===== config.mk =====
export PLATFORM = sky130hd
export DESIGN_NAME = quad_encoder_tx
export DESIGN_NICKNAME = d
export VERILOG_FILES = /design/src/rtl/quad_encoder_tx.sv
export SDC_FILE = /design/constraint.sdc
export NUM_CORES = 1
export LEC_CHECK = 0
export CAP_MARGIN = 20
export CORE_MARGIN = 2
export CORE_UTILIZATION = 25
export DETAILED_ROUTE_END_ITERATION = 8
export GPL_ROUTABILITY_DRIVEN = 0
export PLACE_DENSITY_LB_ADDON = 0.1
export SYNTH_ARGS = -nofsm -noshare
export SYNTH_HDL_FRONTEND = slang
export SYNTH_SLANG_ARGS = --single-unit

===== constraint.sdc =====
create_clock -name CLK -period 2.16 [get_ports CLK]
set_input_delay 0.54 -clock CLK [delete_from_list [all_inputs] [get_ports CLK]]
set_output_delay 0.54 -clock CLK [all_outputs]
set_load 0.005 [all_outputs]

===== src/rtl/quad_encoder_tx.sv =====
// Quadrature encoder transmitter: turns step commands into a Gray-coded QA/QB
// waveform, holding each state for DWELL_CYC clocks. It is the source side for decoder_up_down.
module quad_encoder_tx #(
    parameter int DWELL_CYC = 4,
    parameter int STEP_W    = 4
) (
    input  logic              CLK,
    input  logic              RST,
    input  logic              CMD_VALID,
    output logic              CMD_READY,
    input  logic              CMD_DIR,
    input  logic [STEP_W-1:0] CMD_STEPS,
    output logic              Enc_QA,
    output logic              Enc_QB,
    output logic              STEP_PULSE,
    output logic              CMD_DONE,
    output logic              BUSY
);

    localparam int DW_W = $clog2(DWELL_CYC + 1);

    localparam logic [0:0]        ST_IDLE    = 1'b0;
    localparam logic [0:0]        ST_RUN     = 1'b1;
    localparam logic [DW_W-1:0]   DW_RELOAD  = DW_W'(DWELL_CYC - 1);
    localparam logic [DW_W-1:0]   DW_ZERO    = {DW_W{1'b0}};
    localparam logic [DW_W-1:0]   DW_ONE     = DW_W'(1);
    localparam logic [STEP_W-1:0] STEP_ZERO  = {STEP_W{1'b0}};
    localparam logic [STEP_W-1:0] STEP_ONE   = STEP_W'(1);

    // The phase index walks 0..3 as (QA,QB) = 00,10,11,01. Up increments and down decrements it,
    // so wrap-around keeps the Gray property in both directions.
    function automatic logic [1:0] next_phase(input logic [1:0] phase, input logic dir);
        logic [1:0] res;
        if (dir) begin
            res = phase + 2'd1;
        end else begin
            res = phase - 2'd1;
        end
        return res;
    endfunction

    function automatic logic phase_qa(input logic [1:0] phase);
        return phase[1] ^ phase[0];
    endfunction

    function automatic logic phase_qb(input logic [1:0] phase);
        return phase[1];
    endfunction

    logic [0:0]        state_q, state_d;
    logic              ready_q, ready_d;
    logic              dir_q, dir_d;
    logic [STEP_W-1:0] rem_q, rem_d;
    logic [DW_W-1:0]   dwell_q, dwell_d;
    logic [1:0]        phase_q, phase_d;
    logic              qa_q, qa_d;
    logic              qb_q, qb_d;
    logic              pulse_q, pulse_d;
    logic              done_q, done_d;

    // Next-state logic for the command FSM, dwell timer and phase.
    always_comb begin
        state_d = state_q;
        ready_d = ready_q;
        dir_d   = dir_q;
        rem_d   = rem_q;
        dwell_d = dwell_q;
        phase_d = phase_q;
        pulse_d = 1'b0;
        done_d  = 1'b0;

        case (state_q)
            ST_IDLE: begin
                ready_d = 1'b1;
                if (CMD_VALID && ready_q) begin
                    dir_d   = CMD_DIR;
                    rem_d   = CMD_STEPS;
                    // Zero dwell makes the first transition land on the very next edge.
                    dwell_d = DW_ZERO;
                    if (CMD_STEPS != STEP_ZERO) begin
                        state_d = ST_RUN;
                        ready_d = 1'b0;
                    end else begin
                        state_d = ST_IDLE;
                    end
                end else begin
                    state_d = ST_IDLE;
                end
            end
            ST_RUN: begin
                if (dwell_q == DW_ZERO) begin
                    if (rem_q == STEP_ZERO) begin
                        state_d = ST_IDLE;
                        ready_d = 1'b1;
                        done_d  = 1'b1;
                    end else begin
                        phase_d = next_phase(phase_q, dir_q);
                        pulse_d = 1'b1;
                        rem_d   = rem_q - STEP_ONE;
                        dwell_d = DW_RELOAD;
                    end
                end else begin
                    dwell_d = dwell_q - DW_ONE;
                end
            end
            default: begin
                state_d = ST_IDLE;
                ready_d = 1'b0;
            end
        endcase

        qa_d = phase_qa(phase_d);
        qb_d = phase_qb(phase_d);
    end

    // State and output registers; reset aborts any command in flight.
    always_ff @(posedge CLK) begin
        if (RST) begin
            state_q <= ST_IDLE;
            ready_q <= 1'b0;
            dir_q   <= 1'b0;
            rem_q   <= STEP_ZERO;
            dwell_q <= DW_ZERO;
            phase_q <= 2'b00;
            qa_q    <= 1'b0;
            qb_q    <= 1'b0;
            pulse_q <= 1'b0;
            done_q  <= 1'b0;
        end else begin
            state_q <= state_d;
            ready_q <= ready_d;
            dir_q   <= dir_d;
            rem_q   <= rem_d;
            dwell_q <= dwell_d;
            phase_q <= phase_d;
            qa_q    <= qa_d;
            qb_q    <= qb_d;
            pulse_q <= pulse_d;
            done_q  <= done_d;
        end
    end

    assign CMD_READY  = ready_q;
    assign BUSY       = (state_q == ST_RUN);
    assign Enc_QA     = qa_q;
    assign Enc_QB     = qb_q;
    assign STEP_PULSE = pulse_q;
    assign CMD_DONE   = done_q;

endmodule


==> summary.txt, run 1 <==
Outcome
  – Status: finished, final reports clean

Final layout
  – Layout Utilization: between 30% and 40%
  – Nets: 112
  – Share of layout cells above drive strength 1: 13.0%
  – Layout area overhead: 25.7%
  – Diode count: 0

Routing
  – Drt pass-1 iters: 4
  – Final WL: 1630 µm
  – Iteration-0 DRC Markers: 13
  – Routed length per instance: between 10 and 15 µm
  – Via count: between 600 and 700
  – DRC violations left: 0
  – Routed vias/inst: about 4.8
  – Final ANT Viol Nets: 0

Critical path
  – Critical Path RT: 1620 ps
  – Critical Path Start Type: flip-flop
  – Reg2Reg Capture Point: Enc_QA$_SDFF_PP0_
  – CP Class: reg2out
  – WP depth: 1
  – CP Cell Sequence: clkdlybuf4s50_1
  – CP Capture Type: primary output
  – CP arrival: ~1200 ps
  – CP Buf/Inv Count: 1
  – Worst r2r src: rem_q[0]$_SDFFE_PP0P_
  – Critical path's largest stage delay: roughly 530 ps
  – CP Max Fanout: 4
  – R2r setup slk: approximately 440 ps
  – Delay-heaviest family, CP: buffers and inverters
  – CP max stage cell: clkdlybuf4s50_1
  – Capture point of the worst path: Enc_QB
  – Worst Setup SP: phase_q[1]$_SDFF_PP0_
  – Cells on worst reg2reg path: 6

STA
  – Sum of negative setup slack: 0 ps
  – Slew Limit Fails: 0
  – Tcrit/Tclk final: 81.2%
  – Crit path time final: between 1500 and 2000 ps
  – Worst Skew: about 1.4 ps
  – Worst Tran Pin Value: between 300 and 400 ps
  – RSZ-0062 raised after global routing: false
  – Fmax: roughly 570 MHz
  – Worst hold slack: 485 ps
  – Relative slew slack: ~75%
  – Final Hold Fails: 0
  – Setup Viol. Count Final: 0

Logic synthesis
  – Top-area cell type share of the netlist area: 39.1%
  – Cells after Synth: 83
  – Main area contributors after synthesis: dfxtp_1 (39%), ha_1 (4.9%), nor2_1 (4.9%)
  – Post-synthesis sequential element count: 15
  – Net count after synthesis: 94
  – Count leader, synth: dfxtp_1
  – EDFF count, synth: 0
  – Largest area contributor in the netlist: dfxtp_1
  – Dominant synthesized flop cell: dfxtp_1
  – Syn avg cell area: ~9.3 µm²
  – Cell area after synthesis: about 770 µm²
  – Yosys warns: 0
  – Sequential-to-total area share from yosys stat: between 30% and 40%
  – Synth top cells by count: dfxtp_1 (15), nor2_1 (10), inv_1 (7)
  – Synth unique cells: 35
  – Post-synth ARST share: 0%

Pwr
  – Pwr Density: about 720 mW/mm²
  – Internal power component: ~0.47 mW
  – Leak: between 0.3 and 0.4 nW
  – Switching power: about 0.22 mW
  – Combinational Power Share: 28.5%
  – Tot Pwr: between 0.6 and 0.7 mW
  – Worst vdd ir: roughly 0.00028 V
  – Reg power frac: between 40% and 50%
  – Clock power frac: between 20 and 25%
  – Switch share: 32.0%

Floorplan
  – Die X: 59.4 µm
  – Core region area: 0.00298 mm²
  – Row count: 20
  – Initial Utilization: approximately a quarter
  – Die area: around 0.0035 mm²
  – Top Ports: 14
  – Die Height: 59.4 µm

Clock network
  – Clock root cell: clkbuf_4
  – Clock buffer depth: 2
  – Number of CTS-inserted buffers: 3
  – Worst-Skew Late Latency: approximately 280 ps
  – CTS tree: built
  – Post-CTS Resized: 0
  – Number of hold buffers added after cts: 0
  – H-Tree Depth: 1
  – CTS sink cnt: 15
  – Post-CTS Repair Setup Buffers: 0
  – Clock transition at path regs: approximately 100 ps

Global route
  – Initial antenna violation count: 0
  – First-pass GRT wire length: 2810 µm
  – Vias in the first global route: around 610
  – Total grt overflow: 0
  – Pin count of the biggest net entering global routing: 12
  – Total GRT Usage: ~11%

Run
  – Maxcap violations: 0

Place
  – I/O Buffers: 13
  – HPWL after DPL: 1240 µm

Min path
  – Min-delay worst type: reg2reg
## worst register-to-register path, cell delays in order (launching register included)
cell     delay [ps]
dfxtp_1         330
inv_1           100
ha_1            200
nor3b_4         380
nor2_2          110
mux2i_1         170
mux2_1          320
## worst min path at each step
stage                            start  slack (ps)                       to  cells past startpoint
4_1_cts        dwell_q[0]$_SDFFE_PP0P_         490  dwell_q[0]$_SDFFE_PP0P_                      1
6_report       dwell_q[0]$_SDFFE_PP0P_         490  dwell_q[0]$_SDFFE_PP0P_                      1
2_1_floorplan  dwell_q[0]$_SDFFE_PP0P_         460  dwell_q[0]$_SDFFE_PP0P_                      1
3_3_place_gp   dwell_q[0]$_SDFFE_PP0P_         470  dwell_q[0]$_SDFFE_PP0P_                      1
5_1_grt        dwell_q[0]$_SDFFE_PP0P_         520  dwell_q[0]$_SDFFE_PP0P_                      1
3_5_place_dp   dwell_q[0]$_SDFFE_PP0P_         470  dwell_q[0]$_SDFFE_PP0P_                      1
## cells by family (layout without fill, tap and decap cells)
| group | count (synthesis) | after routing | share of synthesized area (%) |
|---|---|---|---|
| AOI/OAI and AO/OA | 20 | 20 | 19.9 |
| xor gates and xnor gates | 3 | 3 | 3.42 |
| adders and majority gates | 3 | 3 | 4.89 |
| buffers and inverters | 9 | 26 | 5.37 |
| DFF | 15 | 15 | 39.1 |
| muxes | 2 | 2 | 2.77 |
| and+or+nand+nor | 31 | 31 | 24.6 |
## cells in the final DEF (no fill, tap or decap)
cell type,n
o21ai_0,1
ha_1,3
clkbuf_4,3
and4_1,1
o22a_1,1
xnor2_1,2
nand2_1,4
nand3b_1,2
nor2_1,10
o211ai_1,1
a221oi_2,1
o31ai_1,1
a2111oi_2,1
mux2i_1,1
a21oi_2,1
buf_4,2
nor3b_1,2
o21ai_2,2
a211oi_1,3
nor3_1,2
mux2_1,1
clkbuf_1,1
nor3b_4,1
a21oi_1,6
dfxtp_1,15
nand3b_4,1
clkdlybuf4s50_1,13
nand3_1,2
or4_1,1
nor4_1,1
and3_1,1
o21ai_1,1
inv_1,7
nor2_2,1
xor2_1,1
a32o_1,1
nor2b_1,2
## metal layers
| layer | vias up | GRT usage (%) | share of wire, % |
|---|---|---|---|
| li1 | 333 | - | - |
| met5 | - | 0 | 0 |
| met1 | 292 | 14.0 | 52 |
| met4 | 0 | 5.84 | 2.4 |
| met2 | 9 | 16.2 | 44 |
| met3 | 4 | 3.93 | 2.1 |
## cell type report
cell class,instances,area [µm²]
Fill cell,316,2010
Multi-Input combinational cell,59,427
Sequential cell,15,300
Timing Repair Buffer,15,145
Tap cell,33,41.3
Clock buffer,4,26.3
Inverter,7,26.3
## stage by stage
stage	instance area, µm²	std cells	worst slack [ps]
6_report	966	133	405
5_1_grt	966	133	313
4_1_cts	966	133	378
3_5_place_dp	940	129	267
3_3_place_gp	940	129	297
2_1_floorplan	768	83	595
## power by group through the flow
stage | Sequential (mW) | Combinational (mW) | Clock [mW]
after CTS | 0.330 | 0.200 | 0.176
after detailed placement | 0.336 | 0.199 | 0
after global routing | 0.334 | 0.219 | 0.196
after global placement | 0.336 | 0.202 | 0
final | 0.330 | 0.199 | 0.169
after floorplan | 0.331 | 0.141 | 0
## state kept, by name (all words and copies together), names as in the netlist
| register | count |
|---|---|
| STEP_PULSE | 1 |
| rem_q | 4 |
| BUSY | 1 |
| phase_q | 2 |
| Enc_QA | 1 |
| dwell_q | 3 |
| dir_q | 1 |
| CMD_DONE | 1 |
| CMD_READY | 1 |
No activity file was read; power rests on OpenSTA's default activity.
==> run 2, diff against run 1 <==
clock period = 1.7 ns   (was 2.16 ns; I/O delays follow)
==> summary.txt, run 2 (synthesis results as in run 1) <==
Critical path
  – R2r setup slk: 70 ps (-370 ps)
  – Reg2Reg Capture Point: Enc_QA$_SDFF_PP0_
  – Worst r2r src: rem_q[0]$_SDFFE_PP0P_
  – Cells on worst reg2reg path: 6 (unchanged)
  – Worst Setup SP: rem_q[0]$_SDFFE_PP0P_
  – CP Capture Type: flip-flop
  – CP Max Fanout: 4 (unchanged)
  – CP arrival: 1800 ps (+590 ps)
  – Critical Path RT: 1870 ps (+250 ps)
  – CP Class: reg2reg
  – Capture point of the worst path: Enc_QA$_SDFF_PP0_
  – Critical Path Start Type: flip-flop

Global route
  – First-pass GRT wire length: 3060 µm (+9.1%)
  – Pin count of the biggest net entering global routing: 9 (-3)
  – Total GRT Usage: 11.7% (+0.62 points)
  – Total grt overflow: 0 (unchanged)
  – Initial antenna violation count: 0 (unchanged)
  – Vias in the first global route: 717 (+19%)

STA
  – Sum of negative setup slack: 0 ps (unchanged)
  – Tcrit/Tclk final: ~96%
  – Fmax: 614 MHz
  – Worst Skew: 2.19 ps (+0.783 ps)
  – Crit path time final: about 1600 ps
  – Relative slew slack: 77.4% (+2.8 points)
  – RSZ-0062 raised after global routing: true
  – Final Hold Fails: 0 (unchanged)
  – Slew Limit Fails: 0 (unchanged)
  – Worst hold slack: 493 ps (+8.06 ps)
  – Setup Viol. Count Final: 0 (unchanged)
  – Worst Tran Pin Value: 339 ps (-41.5 ps)

Final layout
  – Fillcell total: 312 (-1.3%)
  – Diode count: 0 (unchanged)
  – Layout Utilization: 36.2% (+3.7 points)
  – Share of layout cells above drive strength 1: 25.9% (+13 points)
  – Most common cell after layout, fill and taps aside: buf_4
  – Layout area overhead: 40.2%
  – Nets: 124 (+11%)
  – Regs by FF count: rem_q x4, dwell_q x3, phase_q x2
  – Top reg by flops: rem_q
  – Most frequent cells in the layout: buf_4 (14), clkdlybuf4s50_1 (13), dfxtp_1 (12), nor2_1 (10), inv_1 (7)
  – Number of flip-flops in the largest register: 4 (unchanged)
  – Sequential Area: 304 µm² (+1.3%)
  – Multi-input logic area: 444 µm² (+4.1%)

Routing
  – Routed vias/inst: 4.63 (-3.5%)
  – Drt pass-1 iters: 3 (-1)
  – Final ANT Viol Nets: 0 (unchanged)
  – Final WL: 1670 µm (+2.5%)
  – DRC violations left: 0 (unchanged)
  – Iteration-0 DRC Markers: 16 (+3)
  – Via count: 671 (+5.2%)
  – Routed length per instance: 11.5 µm (-6.0%)

Clock network
  – Number of hold buffers added after cts: 0 (unchanged)
  – CTS sink cnt: 15 (unchanged)
  – Clock buffer depth: 2 (unchanged)
  – CTS tree: built
  – Worst-Skew Late Latency: 280 ps (about the same)
  – Number of CTS-inserted buffers: 3 (unchanged)
  – H-Tree Depth: 1 (unchanged)
  – Clock transition at path regs: 90 ps (about the same)
  – Clock root cell: clkbuf_4

Pwr
  – Leak: 0.403 nW (+17%)
  – Pwr Density: 884 mW/mm² (+22%)
  – Worst vdd ir: 0.000307 V (+8.9%)

Floorplan
  – Top Ports: 14 (unchanged)
  – Die area: 0.00353 mm² (unchanged)
  – Die Height: 59.4 µm (unchanged)
  – Core region area: 0.00298 mm² (unchanged)
  – Row count: 20 (unchanged)
  – Initial Utilization: 25.8% (unchanged)
  – Die X: 59.4 µm (unchanged)

Place
  – HPWL after DPL: 1400 µm (+13%)
  – I/O Buffers: 13 (unchanged)

Min path
  – Hold depth: 2 (+1)
  – Min-delay worst type: reg2reg
  – Hold Startpoint: CMD_READY$_SDFFE_PP0P_

Outcome
  – Status: finished, final reports clean

Run
  – Maxcap violations: 0 (unchanged)
-- run 2: changes by cell type in the layout (fill, tap and decap cells not counted), sizes merged --
cell  before  now
buf        2   14
-- run 2: layout make-up --
cell class / instances / share of cell area, %
multi-input cells: 59 / 41.2
flip-flops and latches: 15 / 28.2
repair buffers: 27 / 21.8
well taps: 33 / 3.83
clock buffers: 4 / 2.44
inverters: 7 / 2.44
-- run 2: worst min-delay path by stage --
stage and endpoint:
2_1_floorplan dwell_q[0]$_SDFFE_PP0P_, 3_3_place_gp dwell_q[0]$_SDFFE_PP0P_, 3_5_place_dp CMD_READY$_SDFFE_PP0P_, 4_1_cts CMD_READY$_SDFFE_PP0P_, 5_1_grt dir_q$_SDFFE_PP0P_, 6_report CMD_READY$_SDFFE_PP0P_
-- run 2: worst max-delay path, cell delays in order, from the launching register on --
cell     delay (ps)
dfxtp_2         330
inv_1            70
ha_1            180
nor3b_4         350
nor2_2           80
mux2i_1         190
mux2_1          330
-- run 2: layer usage --
| metal | wire length (µm) | global-route usage (%) | vias to the layer above | part of all wire [%] |
|---|---|---|---|---|
| li1 | - | - | 357 | - |
| met1 | 756 | 12.8 | 303 | 45 |
| met2 | 854 | 19.9 | 9 | 51 |
| met3 | 41 | 3.93 | 2 | 2.5 |
| met4 | 19 | 5.52 | 0 | 1.1 |
| met5 | 0 | 0 | - | 0 |
-- run 2: what timing repair did --
action / 4_1_cts / 5_1_grt
endpoints found under the setup margin: 1 / 3
setup buffers: 0 / 1
pin swaps: 0 / 2
gates resized for setup: 1 / 5
-- run 2: where the power goes --
| part | switching, mW | total [mW] | internal, mW |
|---|---|---|---|
| Sequential | 0.0313 | 0.419 | 0.388 |
| Clock | 0.112 | 0.203 | 0.0909 |
| Combinational | 0.148 | 0.331 | 0.183 |
| Total | 0.291 | 0.952 | 0.661 |
-- run 2: stage by stage --
step	cells	setup WS [ps]	cell area [µm²]	power, mW
4_1_cts	144	17.2	1050	0.951
5_1_grt	145	-7.51	1080	1.04
6_report	145	71.0	1080	0.952
3_3_place_gp	140	41.2	1020	0.742
2_1_floorplan	83	135	768	0.599
3_5_place_dp	140	39.6	1020	0.740
==> run 3, diff against run 2 <==
ABC_CLOCK_PERIOD_IN_PS = 1700   (was unset)
==> results of run 3 <==
Final layout, timing and power as in run 2 (identical DEF).
==> edit 1: new RTL, flow settings as in run 2 <==
Reset style: asynchronous (`RST`), changed in one clocked block.
--- a/src/rtl/quad_encoder_tx.sv
+++ b/src/rtl/quad_encoder_tx.sv
@@ -116,3 +116,3 @@
     // State and output registers; reset aborts any command in flight.
-    always_ff @(posedge CLK) begin
+    always_ff @(posedge CLK or posedge RST) begin
         if (RST) begin
Function: differs if RST is asserted again (counterexample within 4 cycles, from zero or initial values and one cycle with RST high); with RST held inactive, the same outputs for 10 cycles.
==> edit 1 against run 2 <==
- wire length down 0.12%
- cell area shrank 2.9%
- setup slack gained 0.0028 ns
- area after synthesis up 8.0%
- sequential share of layout area up 7.8 points
- synthesized cell count down 2.4%
- sequential cell count unchanged
- register-to-register slack improved by 0.03 ns
- critical path type is now reg -> out
Power is not compared: it rests on default switching activity, and its combinational part moved more than twofold at a synthesized area within 25%.
==> edit 1: results (changes against run 2) <==
- Result of the run: finished, final reports clean
- The routed wirelength normalized by instance count is 11.8 um (+2.0%).
- Maximum fanout encountered on the critical timing path: 6 (+2)
- The adder-cell share of the synthesized area came to 4.52% (-0.36 points).
- The net count after synthesis was 92 (-2.1%).
* Required arrival time at the worst endpoint: 1.27 ns (-0.60 ns)
- Worst Skew: 0.00155 ns (-0.000648 ns)
- The detailed-routed wire length on met3 was 69 um (+68%).
* Fraction of the cycle the final worst path needs: 95.7% (-0.16 points)
* Met2 capacity usage during global routing: 15.2% (-4.7 points)
* Place WS: 0.00421 ns (-0.0354 ns)
* Top area cells in the synthesized netlist: sky130_fd_sc_hd__dfrtp_1, sky130_fd_sc_hd__ha_1, sky130_fd_sc_hd__mux2i_1
- Tightest Pin Transition: 0.477 ns (+0.138 ns)
* Average footprint of a synthesized cell: 10.2 sq um (+11%)
* Synth Area in Compound Gates: 14.0% (-5.8 points)
* Final cell count without fillers: 142 (-2.1%)
- On the critical path the largest part of the delay comes from buffers and inverters.
- The total number of vias is 640 (-4.6%).
- The proportion of register bits with asynchronous set or reset after synthesis is 100% (+100 points).
* Met1 track demand over resource in global routing: 14.2% (+1.4 points)
- The worst-case reg-to-reg path depth is 5 (-1).
- Critical path's largest stage delay: 0.51 ns (+0.16 ns)
* Half-perimeter wire length of the detailed placement result: 1260 um (-9.9%)
- Post-Place Cell Area: 0.00102 sq mm (-0.61%)
- Worst r2r dst: rem_q[1]
- Reg2reg start: rem_q[0]
- Met2 Wirelength: 751 um (-12%)
* Pin count of the biggest net entering global routing: 16 (+7)
- Class of the worst hold path: in -> async
* Yosys cell types: 34 (-2.9%)
- GRT Overall Usage: 10.3% (-1.3 points)
- The met1 wire length is 835 um (+10%).
- Met3 routing resource usage after global routing: 3.78% (-0.15 points)
- Capturing element of the worst setup path: Enc_QB
- The net count of the finished layout was 110 (-11%).
- The iteration-0 DRC count of the detailed router was 3 (-13).
- The hold slack was 0.441 ns (-0.0520 ns).
- Fraction of final layout cells with drive strength greater than 1: 10.2% (-16 points)
- Mux contribution to synthesized area: 3.62% (+0.85 points)
-- edit 1: cell types whose count changed in the layout (fill, tap and decap cells not counted), moves of 3 or more --
cell	delta
sky130_fd_sc_hd__dfrtp_1	+14
sky130_fd_sc_hd__dfxtp_1	-12
sky130_fd_sc_hd__buf_4	-11
sky130_fd_sc_hd__nor2_1	-8
sky130_fd_sc_hd__a21oi_1	-5
sky130_fd_sc_hd__dfxtp_2	-3
sky130_fd_sc_hd__nand2_1	+3
-- edit 1: layout make-up --
type / count / area (sq um)
repair buffers: 16 / 153
multi-input cells: 56 / 409
inverters: 7 / 26.3
flip-flops and latches: 15 / 377
clock buffers: 4 / 26.3
well taps: 44 / 55.1
fillers: 339 / 2060
-- edit 1: repair_timing --
item                                   CTS  global route
endpoints found under the hold margin    0             0
resized for setup                        1             1
setup endpoints to repair                1             1
==> edit 2: new RTL, flow settings as in run 2 <==
Without the edit above. Change the parameter `DWELL_CYC` from 4 to 16.
--- a/src/rtl/quad_encoder_tx.sv
+++ b/src/rtl/quad_encoder_tx.sv
@@ -3,3 +3,3 @@
 module quad_encoder_tx #(
-    parameter int DWELL_CYC = 4,
+    parameter int DWELL_CYC = 16,
     parameter int STEP_W    = 4
Check against the original RTL: not equivalent (Yosys sat finds a counterexample within 10 cycles, from zero or initial values and one cycle with RST high).
==> edit 2 against run 2 <==
- power grew 3.2%
- fmax is 3.4% lower
- largest cell class unchanged
- area after synthesis is 13% higher
- first-iteration DRC count increased by 19%
- sequential cell count increased by 2
- critical path type unchanged
- wire length is 26% higher
- synthesized cell count increased by 14%
- clock skew is 0.0063 ns higher
- cell area grew 18%
- setup slack got worse by 0.057 ns
==> edit 2: results (changes against run 2) <==
- The iteration-0 DRC count of the detailed router came to 19 (+3).
- Clock Tree Buf Depth: 2 (unchanged)
- The total wire length after detailed routing came to 2110 um (+26%).
- Yosys cell types: 37 (+5.7%)
- The proportion of layout cells with a drive suffix above 1 came to 37.0% (+11 points).
* Count of vias placed by the detailed router: 830 (+24%)
- The clock-pin slew on the worst setup and hold paths came to 0.11 ns (+0.02 ns).
- Initial antenna violation count: 0 (unchanged)
- Maximum fanout encountered on the critical timing path: 4 (unchanged)
* Max VDD drop: 0.313 mV (+1.8%)
- Met2 Wirelength: 956 um (+12%)
- The quantity of I/O buffers inserted on ports was 13 (unchanged).
* Diodes inserted: 0 (unchanged)
- The commonest cells after synthesis are sky130_fd_sc_hd__dfxtp_1, sky130_fd_sc_hd__nor2_1, sky130_fd_sc_hd__inv_1, sky130_fd_sc_hd__a21oi_1, sky130_fd_sc_hd__nand2_1.
* Routed metal-1 wirelength: 1020 um (+35%)
* Total iterations of the first detailed-routing run: 4 (+1)
- The routed wirelength normalized by instance count was 12.2 um (+5.8%).
- Pin count of the biggest net entering global routing: 13 (+4)
- Post-synthesis sequential area ratio: 39.1% (about the same)
- Slowest cell on the critical path: sky130_fd_sc_hd__or3b_4
- The sum of net half-perimeters after detailed placement came to 1680 um (+20%).
* Critical path's largest stage delay: 0.42 ns (+0.07 ns)
- Ys async rst share: 0% (unchanged)
- The area of placed instances came to 0.00119 sq mm (+16%).
- The total number of yosys warnings is 0 (unchanged).
- The flip-flop count of the largest register after layout is 5 (+1).
* Number of failing hold endpoints at the final stage: 0 (unchanged)
- The number of CTS-inserted buffers is 3 (unchanged).
* Clock latency reported for the late side of the worst-skew pair: 0.30 ns (+0.02 ns)
* Net count after synthesis: 105 (+12%)
* Post-layout nets: 138 (+11%)
- Detailed route wirelength on metal3: 88 um (+110%)
* Maximum level of the CTS H-tree: 1 (unchanged)
- Worst Skew: 0.00847 ns (+0.00627 ns)
- Number of global-route vias before repair: 824 (+15%)
- Buffer type at the clock tree root: sky130_fd_sc_hd__clkbuf_4
- Tightest slew margin relative to the limit: 80.0% (+2.6 points)
- In the final layout, the registers with the most flip-flops are dwell_q: 5 flops, rem_q: 4 flops, phase_q: 2 flops.
- The global-route wire length before repair came to 3640 um (+19%).
- The worst-case reg-to-reg path depth is 6 (unchanged).
* Critical path data arrival time: 1.89 ns (+0.09 ns)
- The worst hold path belongs to the class reg -> reg.
- The max-capacitance violation count was 0 (unchanged).
* Top layer reached by signal wires: met4
* Leakage power of the design: 0.503 nW (+25%)
- Number of cells on the worst hold path: 2 (unchanged)
* Synthesized instance count: 95 (+14%)
- Top area cells in the synthesized netlist: sky130_fd_sc_hd__dfxtp_1, sky130_fd_sc_hd__nor2_1, sky130_fd_sc_hd__inv_1
- The number of inserted filler cells in the final layout came to 355 (+14%).
- Result of the run: finished, final reports clean
- The aggregate global-route resource usage came to 11.6% (-0.049 points).
-- edit 2: cell types whose count changed after synthesis, moves of 2 or more --
cell	delta
sky130_fd_sc_hd__xnor2_1	-2
sky130_fd_sc_hd__nor2_1	+3
sky130_fd_sc_hd__nor4_1	+2
sky130_fd_sc_hd__o22ai_1	+2
sky130_fd_sc_hd__a211oi_1	-3
sky130_fd_sc_hd__buf_2	+2
sky130_fd_sc_hd__dfxtp_1	+2
sky130_fd_sc_hd__nor3_1	+2
sky130_fd_sc_hd__nand3_1	-2
sky130_fd_sc_hd__o21ai_2	-2
-- edit 2: final cells by class --
class | instances | area (sq um) | area share, %
Sequential cell | 17 | 347 | 27.2
Clock inverter | 1 | 5.00 | 0.393
Tap cell | 46 | 57.6 | 4.52
Inverter | 8 | 30.0 | 2.36
Multi-Input combinational cell | 65 | 528 | 41.5
Timing Repair Buffer | 33 | 284 | 22.3
Clock buffer | 3 | 22.5 | 1.77
-- edit 2: timing repair --
item,CTS,global route
endpoints found under the setup margin,8,9
pin swaps,2,1
setup buffers,0,1
resized for setup,6,10
-- edit 2: final timing paths --
check | from | to | slack (ns)
worst max-delay path | rem_q[0] | Enc_QA | 0.01
worst min-delay path | CMD_READY | CMD_READY | 0.49
worst max register to register | rem_q[0] | Enc_QA | 0.01
worst min register to register | CMD_READY | CMD_READY | 0.49
-- edit 2: per-stage QoR --
stage	setup slack, ns	power, mW
after CTS	0.0138	0.982
final	0.0139	0.983
after global routing	-0.0168	1.05
after detailed placement	-0.0662	0.739
after floorplan	0.00113	0.620
after global placement	-0.0616	0.736
-- edit 2: metal layers --
metal  vias to the layer above  GRT usage (%)
li1                        412              -
met1                       402           14.9
met2                        12           18.2
met3                         4           2.52
met4                         0           5.83
met5                         -              0
-- edit 2: worst max-delay path: cells and delay by family (launching register included) --
family	cells	cell delay, ns
multiplexers	2	0.55
AND/OR/NAND/NOR	2	0.51
flip-flops	1	0.34
adder cells (fa/ha/maj)	1	0.12
buffers and inverters	1	0.06
-- edit 2: report_power, final --
part,switching (mW),internal (mW),leakage (nW)
logic,0.138,0.176,0.345
clock network,0.136,0.0877,0.0177
registers,0.0216,0.424,0.140
total,0.295,0.688,0.503
-- edit 2: cell families after synthesis --
group | share of synthesized area, %
compound gates | 19.7
xor+xnor | 2.01
flops | 39.1
simple gates | 24.7
mux | 4.88
buf+inv | 6.75
fa+ha+maj | 2.87
